--- src/rtl/nand_cpu_pkg.sv ---
// Shared definitions for the nand_cpu interrupt path.
//   irq_state_t     : controller state (IDLE, REQ, SERVICE)
//   irq_id_w()      : width of a source id for a given source count
//   irq_vector_calc : handler PC for a source id, truncated to `PC_SIZE bits
// `PC_SIZE defaults to 8 when the build does not provide it.
`ifndef PC_SIZE
`define PC_SIZE 8
`endif

package nand_cpu_pkg;

  localparam int unsigned PcW = `PC_SIZE;

  typedef enum logic [1:0] {
    IDLE,
    REQ,
    SERVICE
  } irq_state_t;

  function automatic int unsigned irq_id_w(input int unsigned num_src);
    return (num_src > 1) ? $clog2(num_src) : 1;
  endfunction

  function automatic logic [PcW-1:0] irq_vector_calc(input int unsigned base,
                                                      input int unsigned stride,
                                                      input int unsigned id);
    int unsigned full;
    full = base + id * stride;
    return full[PcW-1:0];
  endfunction

endpackage

--- src/rtl/irq_priority_select.sv ---
// Combinational source selector.
//   eligible_i : one bit per source that may be requested
//   start_i    : index searched first; search proceeds upward and wraps
//   found_o    : at least one eligible source
//   id_o       : first eligible source at or after start_i (0 when none)
module irq_priority_select
  import nand_cpu_pkg::*;
#(
  parameter int unsigned NumSrc = 4,
  parameter int unsigned IdW    = irq_id_w(NumSrc)
) (
  input  logic [NumSrc-1:0] eligible_i,
  input  logic [IdW-1:0]    start_i,
  output logic              found_o,
  output logic [IdW-1:0]    id_o
);

  int unsigned idx;

  always_comb begin
    found_o = 1'b0;
    id_o    = '0;
    idx     = 0;
    for (int unsigned off = 0; off < NumSrc; off++) begin
      idx = 32'(start_i) + off;
      // start_i < NumSrc, so a single subtraction is enough to wrap
      if (idx >= NumSrc) begin
        idx = idx - NumSrc;
      end
      if (!found_o && eligible_i[idx[IdW-1:0]]) begin
        found_o = 1'b1;
        id_o    = idx[IdW-1:0];
      end
    end
  end

endmodule

--- src/rtl/irq_controller.sv ---
// Interrupt controller feeding the fetch unit's interrupt_handler port.
// Rising edges on irq_src set pending bits; pending & mask (gated by global_en)
// is arbitrated and one vector is offered via irq_req/irq_ack. The accepted
// source stays in service until irq_ret; no nesting.
// Ports:
//   clk, n_rst            : clock, asynchronous active-low reset
//   irq_src               : raw request lines (rising-edge triggered)
//   mask_wr, mask_data    : mask register load (1 = source enabled)
//   global_en             : global interrupt enable
//   irq_req, irq_vector   : request and handler PC to fetch unit
//   irq_ack               : fetch unit took the redirect
//   irq_ret               : return-from-interrupt decoded
//   in_service, active_id : handler running / id of requested or served source
//   pending               : pending register
// Optional build macro IRQ_ROUND_ROBIN_EN: selection starts after the last
// acknowledged source instead of fixed lowest-index priority.
`ifndef PC_SIZE
`define PC_SIZE 8
`endif

module irq_controller
  import nand_cpu_pkg::*;
#(
  parameter int unsigned NUM_SRC    = 4,
  parameter int unsigned VEC_BASE   = 'h40,
  parameter int unsigned VEC_STRIDE = 4
) (
  input  logic                          clk,
  input  logic                          n_rst,
  input  logic [NUM_SRC-1:0]            irq_src,
  input  logic                          mask_wr,
  input  logic [NUM_SRC-1:0]            mask_data,
  input  logic                          global_en,
  output logic                          irq_req,
  output logic [`PC_SIZE-1:0]           irq_vector,
  input  logic                          irq_ack,
  input  logic                          irq_ret,
  output logic                          in_service,
  output logic [irq_id_w(NUM_SRC)-1:0]  active_id,
  output logic [NUM_SRC-1:0]            pending
);

  localparam int unsigned IdW = irq_id_w(NUM_SRC);

  irq_state_t         state_q, state_d;
  logic [NUM_SRC-1:0] pending_q, pending_d;
  logic [NUM_SRC-1:0] mask_q, mask_d;
  logic [NUM_SRC-1:0] src_q;
  logic [NUM_SRC-1:0] rise, eligible, ack_clr;
  logic [IdW-1:0]     id_q, id_d;
  logic [IdW-1:0]     start, sel_id;
  logic               sel_found;

  always_comb begin
    rise     = irq_src & ~src_q;
    eligible = global_en ? (pending_q & mask_q) : '0;
  end

`ifdef IRQ_ROUND_ROBIN_EN
  logic [IdW-1:0] last_q, last_d;

  always_comb begin
    last_d = last_q;
    if (state_q == REQ && irq_ack) begin
      last_d = id_q;
    end
    start = (32'(last_q) + 32'd1 >= NUM_SRC) ? '0 : last_q + IdW'(1);
  end

  always_ff @(posedge clk or negedge n_rst) begin
    if (!n_rst) begin
      last_q <= '0;
    end else begin
      last_q <= last_d;
    end
  end
`else
  assign start = '0;
`endif

  irq_priority_select #(
    .NumSrc (NUM_SRC),
    .IdW    (IdW)
  ) u_select (
    .eligible_i (eligible),
    .start_i    (start),
    .found_o    (sel_found),
    .id_o       (sel_id)
  );

  always_comb begin
    state_d = state_q;
    id_d    = id_q;
    ack_clr = '0;
    unique case (state_q)
      IDLE: begin
        if (sel_found) begin
          id_d    = sel_id;
          state_d = REQ;
        end
      end
      REQ: begin
        // ack takes priority over a simultaneous withdrawal
        if (irq_ack) begin
          ack_clr[id_q] = 1'b1;
          state_d       = SERVICE;
        end else if (!eligible[id_q]) begin
          state_d = IDLE;
        end
      end
      SERVICE: begin
        if (irq_ret) begin
          state_d = IDLE;
        end
      end
      default: state_d = IDLE;
    endcase
    // a new edge on the acked source keeps it pending
    pending_d = (pending_q & ~ack_clr) | rise;
    mask_d    = mask_wr ? mask_data : mask_q;
  end

  always_ff @(posedge clk or negedge n_rst) begin
    if (!n_rst) begin
      state_q   <= IDLE;
      pending_q <= '0;
      mask_q    <= '0;
      src_q     <= '0;
      id_q      <= '0;
    end else begin
      state_q   <= state_d;
      pending_q <= pending_d;
      mask_q    <= mask_d;
      src_q     <= irq_src;
      id_q      <= id_d;
    end
  end

  always_comb begin
    irq_req    = (state_q == REQ);
    in_service = (state_q == SERVICE);
    active_id  = id_q;
    pending    = pending_q;
    // id_q only changes in IDLE, so the vector is stable while requesting
    irq_vector = irq_vector_calc(VEC_BASE, VEC_STRIDE, 32'(id_q));
  end

endmodule

--- config.mk ---
export PLATFORM = sky130hd
export DESIGN_NAME = irq_controller
export DESIGN_NICKNAME = d
export VERILOG_FILES = /design/src/rtl/nand_cpu_pkg.sv /design/src/rtl/irq_priority_select.sv /design/src/rtl/irq_controller.sv
export SDC_FILE = /design/constraint.sdc
export NUM_CORES = 1
export LEC_CHECK = 0
export CORE_ASPECT_RATIO = 1.2
export CORE_UTILIZATION = 44
export CTS_CLUSTER_SIZE = 12
export DETAILED_ROUTE_END_ITERATION = 10
export PLACE_DENSITY = 0.81
export SLEW_MARGIN = 20
export SYNTH_ARGS = -nofsm -noshare
export SYNTH_HDL_FRONTEND = slang
export SYNTH_SLANG_ARGS = --single-unit
--- constraint.sdc ---
create_clock -name clk -period 2.7 [get_ports clk]
set_clock_uncertainty 0.1 [all_clocks]
set_input_delay 0.54 -clock clk [delete_from_list [all_inputs] [get_ports clk]]
set_output_delay 0.54 -clock clk [all_outputs]
set_load 0.05 [all_outputs]
== Word level (Yosys, flattened, before mapping) ==
Cells that the tools add are included.

* Add/subtract/negate cells: 1
* $mul: 0
* Div/mod/pow operators: 0
* Order comparisons: 2
* Eq/ne operators: 5
* Shifts and indexed selects: 0
* Mux-type cells: 19
* Bitwise operators: 6
* Reductions and logical operators: 10

{| class="wikitable"
|+ Operators with widths
! kind !! number
|-
| 4-bit AND || 3
|-
| 2-bit two-way mux || 6
|-
| 4-bit two-way mux || 3
|-
| 7-bit by 4-bit adder with 8-bit output, first input constant || 1
|-
| 4-bit inverter || 2
|-
| 1-bit two-way mux || 7
|-
| 2-bit case mux with 3 select lines || 1
|-
| 1-bit logical AND || 4
|-
| 2-bit != test, second input constant || 2
|-
| 4-bit bitwise OR || 1
|-
| 1-bit zero test || 3
|-
| 2-bit by 3-bit < comparator with 1-bit output, second input constant || 1
|-
| 3-bit != test, second input constant || 1
|-
| 3-bit AND reduction || 1
|-
| 1-bit binary-select mux with 2-bit select || 1
|-
| 1-bit demux with 2-bit select || 1
|-
| 2-bit by 1-bit equality test with 1-bit output, second input constant || 1
|-
| 2-bit equality test, second input constant || 1
|-
| 2-bit by 1-bit greater-or-equal comparator with 1-bit output, second input constant || 1
|-
| 2-bit zero test || 1
|-
| 2-bit AND reduction || 1
|}

* Register bits after elaboration: 16
* Bits in latches: 0
* RAM bits: 0
* ROM bits: 0
* Bits of input ports: 14
* Logic and storage cells: 48
* Memories kept: 0

== Depth between registers and ports, before layout ==
* Depth after elaboration: 14
* Mapped depth: 5
* Mapped depth without buffers: 4

== Cells and area by module ==
From an unflattened synthesis, not the netlist that was laid out.

* Cells, all modules: 79
* Area total of the unflattened synthesis: 805.8 um^2

{| class="wikitable"
|+ By module, submodules not included
! module !! instances !! cells each !! area each (um^2) !! sequential area each (um^2)
|-
| irq_controller || 1 || 64 || 728.2 || 400.4
|-
| irq_priority_select || 1 || 15 || 77.6 || 0.0
|}

== Worst setup path after synthesis ==
OpenSTA, ideal clock, no wires.

* Kind: reg2out
* Start: register id_q[0], in the netlist active_id[0]
* End: output irq_vector[2]
* Arrival time: 1,002 ps
* Data required time: 2,060 ps
* Setup slack: 1,058 ps
* Cell stages (with the launch flop): 2
* Buffers on the path: 1
* Cell sequence: dfrtp_1 -> buf_4

* Cells in the longest elaborated chain, start to end: 1

{| class="wikitable"
|+ Ends and longest elaborated chain
! element !! RTL line !! text
|-
| from (decl) || irq_controller.sv:50 || <nowiki>logic [IdW-1:0] id_q, id_d;</nowiki>
|-
| from (signal assigned) || irq_controller.sv:135 || <nowiki>id_q <= id_d;</nowiki>
|-
| 7-bit by 4-bit adder with 8-bit output || nand_cpu_pkg.sv:28 || <nowiki>full = base + id * stride;</nowiki>
|-
| to (decl) || irq_controller.sv:35 || <nowiki>output logic [`PC_SIZE-1:0] irq_vector,</nowiki>
|}

Every way passes these cells.

== Final worst setup path ==
* Start: register state_q[1]
* End: output irq_req

* Cells in the longest elaborated chain, start to end: 1

{| class="wikitable"
|+ Ends and longest elaborated chain
! element !! RTL line !! text
|-
| from (decl) || irq_controller.sv:45 || <nowiki>irq_state_t state_q, state_d;</nowiki>
|-
| from (signal assigned) || irq_controller.sv:131 || <nowiki>state_q <= state_d;</nowiki>
|-
| 2-bit by 1-bit equality test with 1-bit output || irq_controller.sv:140 || <nowiki>irq_req = (state_q == REQ);</nowiki>
|-
| to (decl) || irq_controller.sv:34 || <nowiki>output logic irq_req,</nowiki>
|}

Every way passes these cells.

==> run_results.csv <==
group,metric,value,unit
final_layout,layout_common_cells,"clkdlybuf4s50_1, dfrtp_1, o21ai_0",
route,wirelength,1390,um
global_route,antenna_found_initial,0,
sta,fmax,410,MHz
synthesis,yosysSeqAreaShare,53.7,%
global_route,track_usage,18.6,%
worst_setup_path,crit_path_max_fanout,4,
clock_network,cts_sinks,16,
die,rows,15,
route,routed_via_density,5.29,
sta,layout_min_cycle_time,2.44,ns
placed_design,routabilityCongestion,0.791,
clock_network,cts_setup_buffers,0,
die,die_h,47.1,um
sta,setup_viol,0,
global_route,grt_pass1_wl,2280,um
clock_network,h-tree-depth,1,
worst_setup_path,cp.required,2.06,ns
power,vdd_drop_max,0.000463,V
synthesis,ys_ff_latch,16,
final_layout,nets,107,
placed_design,io_buffer_count,23,
route,drcViolationCount,0,
clock_network,numCtsBuffers,3,
clock_network,cts-resized-gates,0,
power,power_density,1050,mW/mm^2
final_layout,final_common_cell,"clkdlybuf4s50_1",
sta,hold_viol,0,
synthesis,synth.avg_cell_area,10.7,um^2
worst_setup_path,end_kind,"primary output",
final_layout,stdcell_count,108,
die,start_util,49.7,%
worst_setup_path,critPathLaunchType,"register",
route,drtAntennaViolNets,0,
clock_network,clkLatencyLatePin,0.27,ns
sta,hold_ws,0.320,ns
synthesis,yosysUniqueCellTypes,21,
sta,period_share,90.3,%
run,maxCapViolations,0,
final_layout,nFillCells,136,
run_status,status,"finished, final reports clean",
global_route,grt_overflow,0,
final_layout,syn_to_final_growth,30.0,%
worst_setup_path,setup.worst_path.class,"reg -> out",
sta,rsz0062_at_grt,"no",
final_layout,regArea,400,um^2
clock_network,cts_tree,"done",
global_route,grt_max_degree,17,
worst_setup_path,arrival,1.80,ns
worst_setup_path,cp_cell_sequence,"and2b_1, clkdlybuf4s50_1",
sta,setup-tns-final,0,ns
worst_setup_path,max_stage_delay,0.84,ns
final_layout,multiInputGateArea,273,um^2
sta,maxSlewViolCount,0,
sta,relSlewSlack,53.5,%
placed_design,dp_cells,105,
placed_design,place_ws,0.571,ns
final_layout,antenna_cells,0,
sta,tightest_slew,0.696,ns
synthesis,ys_warn_count,0,
hold_path,hold_class,"reg -> reg",
synthesis,synth_top_area_share,53.7,%
clock_network,holdBufCountCts,0,
route,drt_iter0_drc,6,
clock_network,cts_buffer_depth,2,
final_layout,drive_gt1_share,12.1,%
route,dr_total_vias,571,
synthesis,yosys-top-cells-area,"dfrtp_1, buf_4, o21ai_0",
worst_setup_path,crit_slowest_cell,"clkdlybuf4s50_1",
die,dieArea,0.00186,mm^2
die,core_area,0.00150,mm^2
route,wl_per_cell,12.9,um
power,p_leak,0.436,nW
synthesis,synth_cells,70,
clock_network,cts_root_buf,"clkbuf_4",
global_route,grt_pass1_vias,521,
die,fp.dieW,39.6,um
synthesis,synth.largest_area_cell,"dfrtp_1",
clock_network,clkTransAtPathRegs,0.09,ns
placed_design,dpl.hpwl,1090,um
route,drt_pass1_iterations,4,
synthesis,syn-cell-area,746,um^2
sta,layout_setup_ws,0.262,ns
die,pin_count,30,
[worst max-delay path: cells and delay by family, from the launching register on]
kind	cells	cell delay [ns]
buf+inv	1	0.84
flops	1	0.42
simple gates	1	0.27
[cells in the mapped netlist]
cell type	number
dfrtp_1	16
o21ai_0	9
buf_4	8
nand2_1	7
inv_1	6
mux2_2	4
nand3_1	3
a21oi_1	2
conb_1	2
o31ai_1	2
a22o_2	1
a32o_1	1
and2b_1	1
and3b_1	1
buf_2	1
mux2_4	1
nand2b_1	1
nand3b_1	1
nor3b_2	1
o211ai_1	1
o21ai_2	1
[layout make-up]
cell class	count	area share, %
tap	17	2.19
timing repair buffer	23	23.7
sequential	16	41.3
clock buffer	3	2.32
inverter	6	2.32
multi-input combinational	43	28.1
[layer usage]
metal / vias up / routed length, um / global-route usage [%]
met5: - / 0 / 0
met4: 0 / 25 / 10.3
met3: 4 / 87 / 3.32
met2: 25 / 742 / 31.8
met1: 276 / 538 / 21.6
li1: 266 / - / -
[registers in the layout (all words and copies together) (netlist names)]
signal	flops
active_id	2
pending	4
src_q	4
state_q	2
mask_q	4
[power by group]
group	internal (W)	leakage, nW	switching (W)
sequential	0.000293	0.179	0.0000763
combinational	0.000189	0.243	0.000338
clock	0.0000516	0.0138	0.0000670
[per-stage QoR]
step | instance area, um^2 | total power, W | util [%]
5_1_grt | 970 | 0.00107 | 64.6
6_report | 970 | 0.00101 | 64.6
3_3_place_gp | 947 | 0.000885 | 63.1
3_5_place_dp | 947 | 0.000901 | 63.1
2_1_floorplan | 761 | 0.000749 | -
4_1_cts | 970 | 0.00102 | 64.6
[logic make-up (layout without fill, tap and decap cells)]
| family | Yosys count | after routing | synth area share (%) |
|---|---|---|---|
| flops | 16 | 16 | 53.7 |
| buf+inv | 15 | 32 | 11.7 |
| mux | 5 | 5 | 8.05 |
| other cells | 2 | 6 | 1.01 |
| simple gates | 15 | 15 | 11.2 |
| compound gates | 17 | 17 | 14.3 |
[path summary, 6_finish.rpt]
check	start	slack, ns	endpoint	cells after the start
worst min register to register	src_q[2]	0.32	pending[2]	1
min in group asynchronous	n_rst	0.58	src_q[3]	1
worst max register to register	state_q[1]	1.31	pending[0]	4
max in group asynchronous	n_rst	1.48	state_q[0]	1
worst min-delay path	src_q[2]	0.32	pending[2]	1
worst max-delay path	state_q[1]	0.26	irq_req	2
Power figures use the tool's default switching activity.
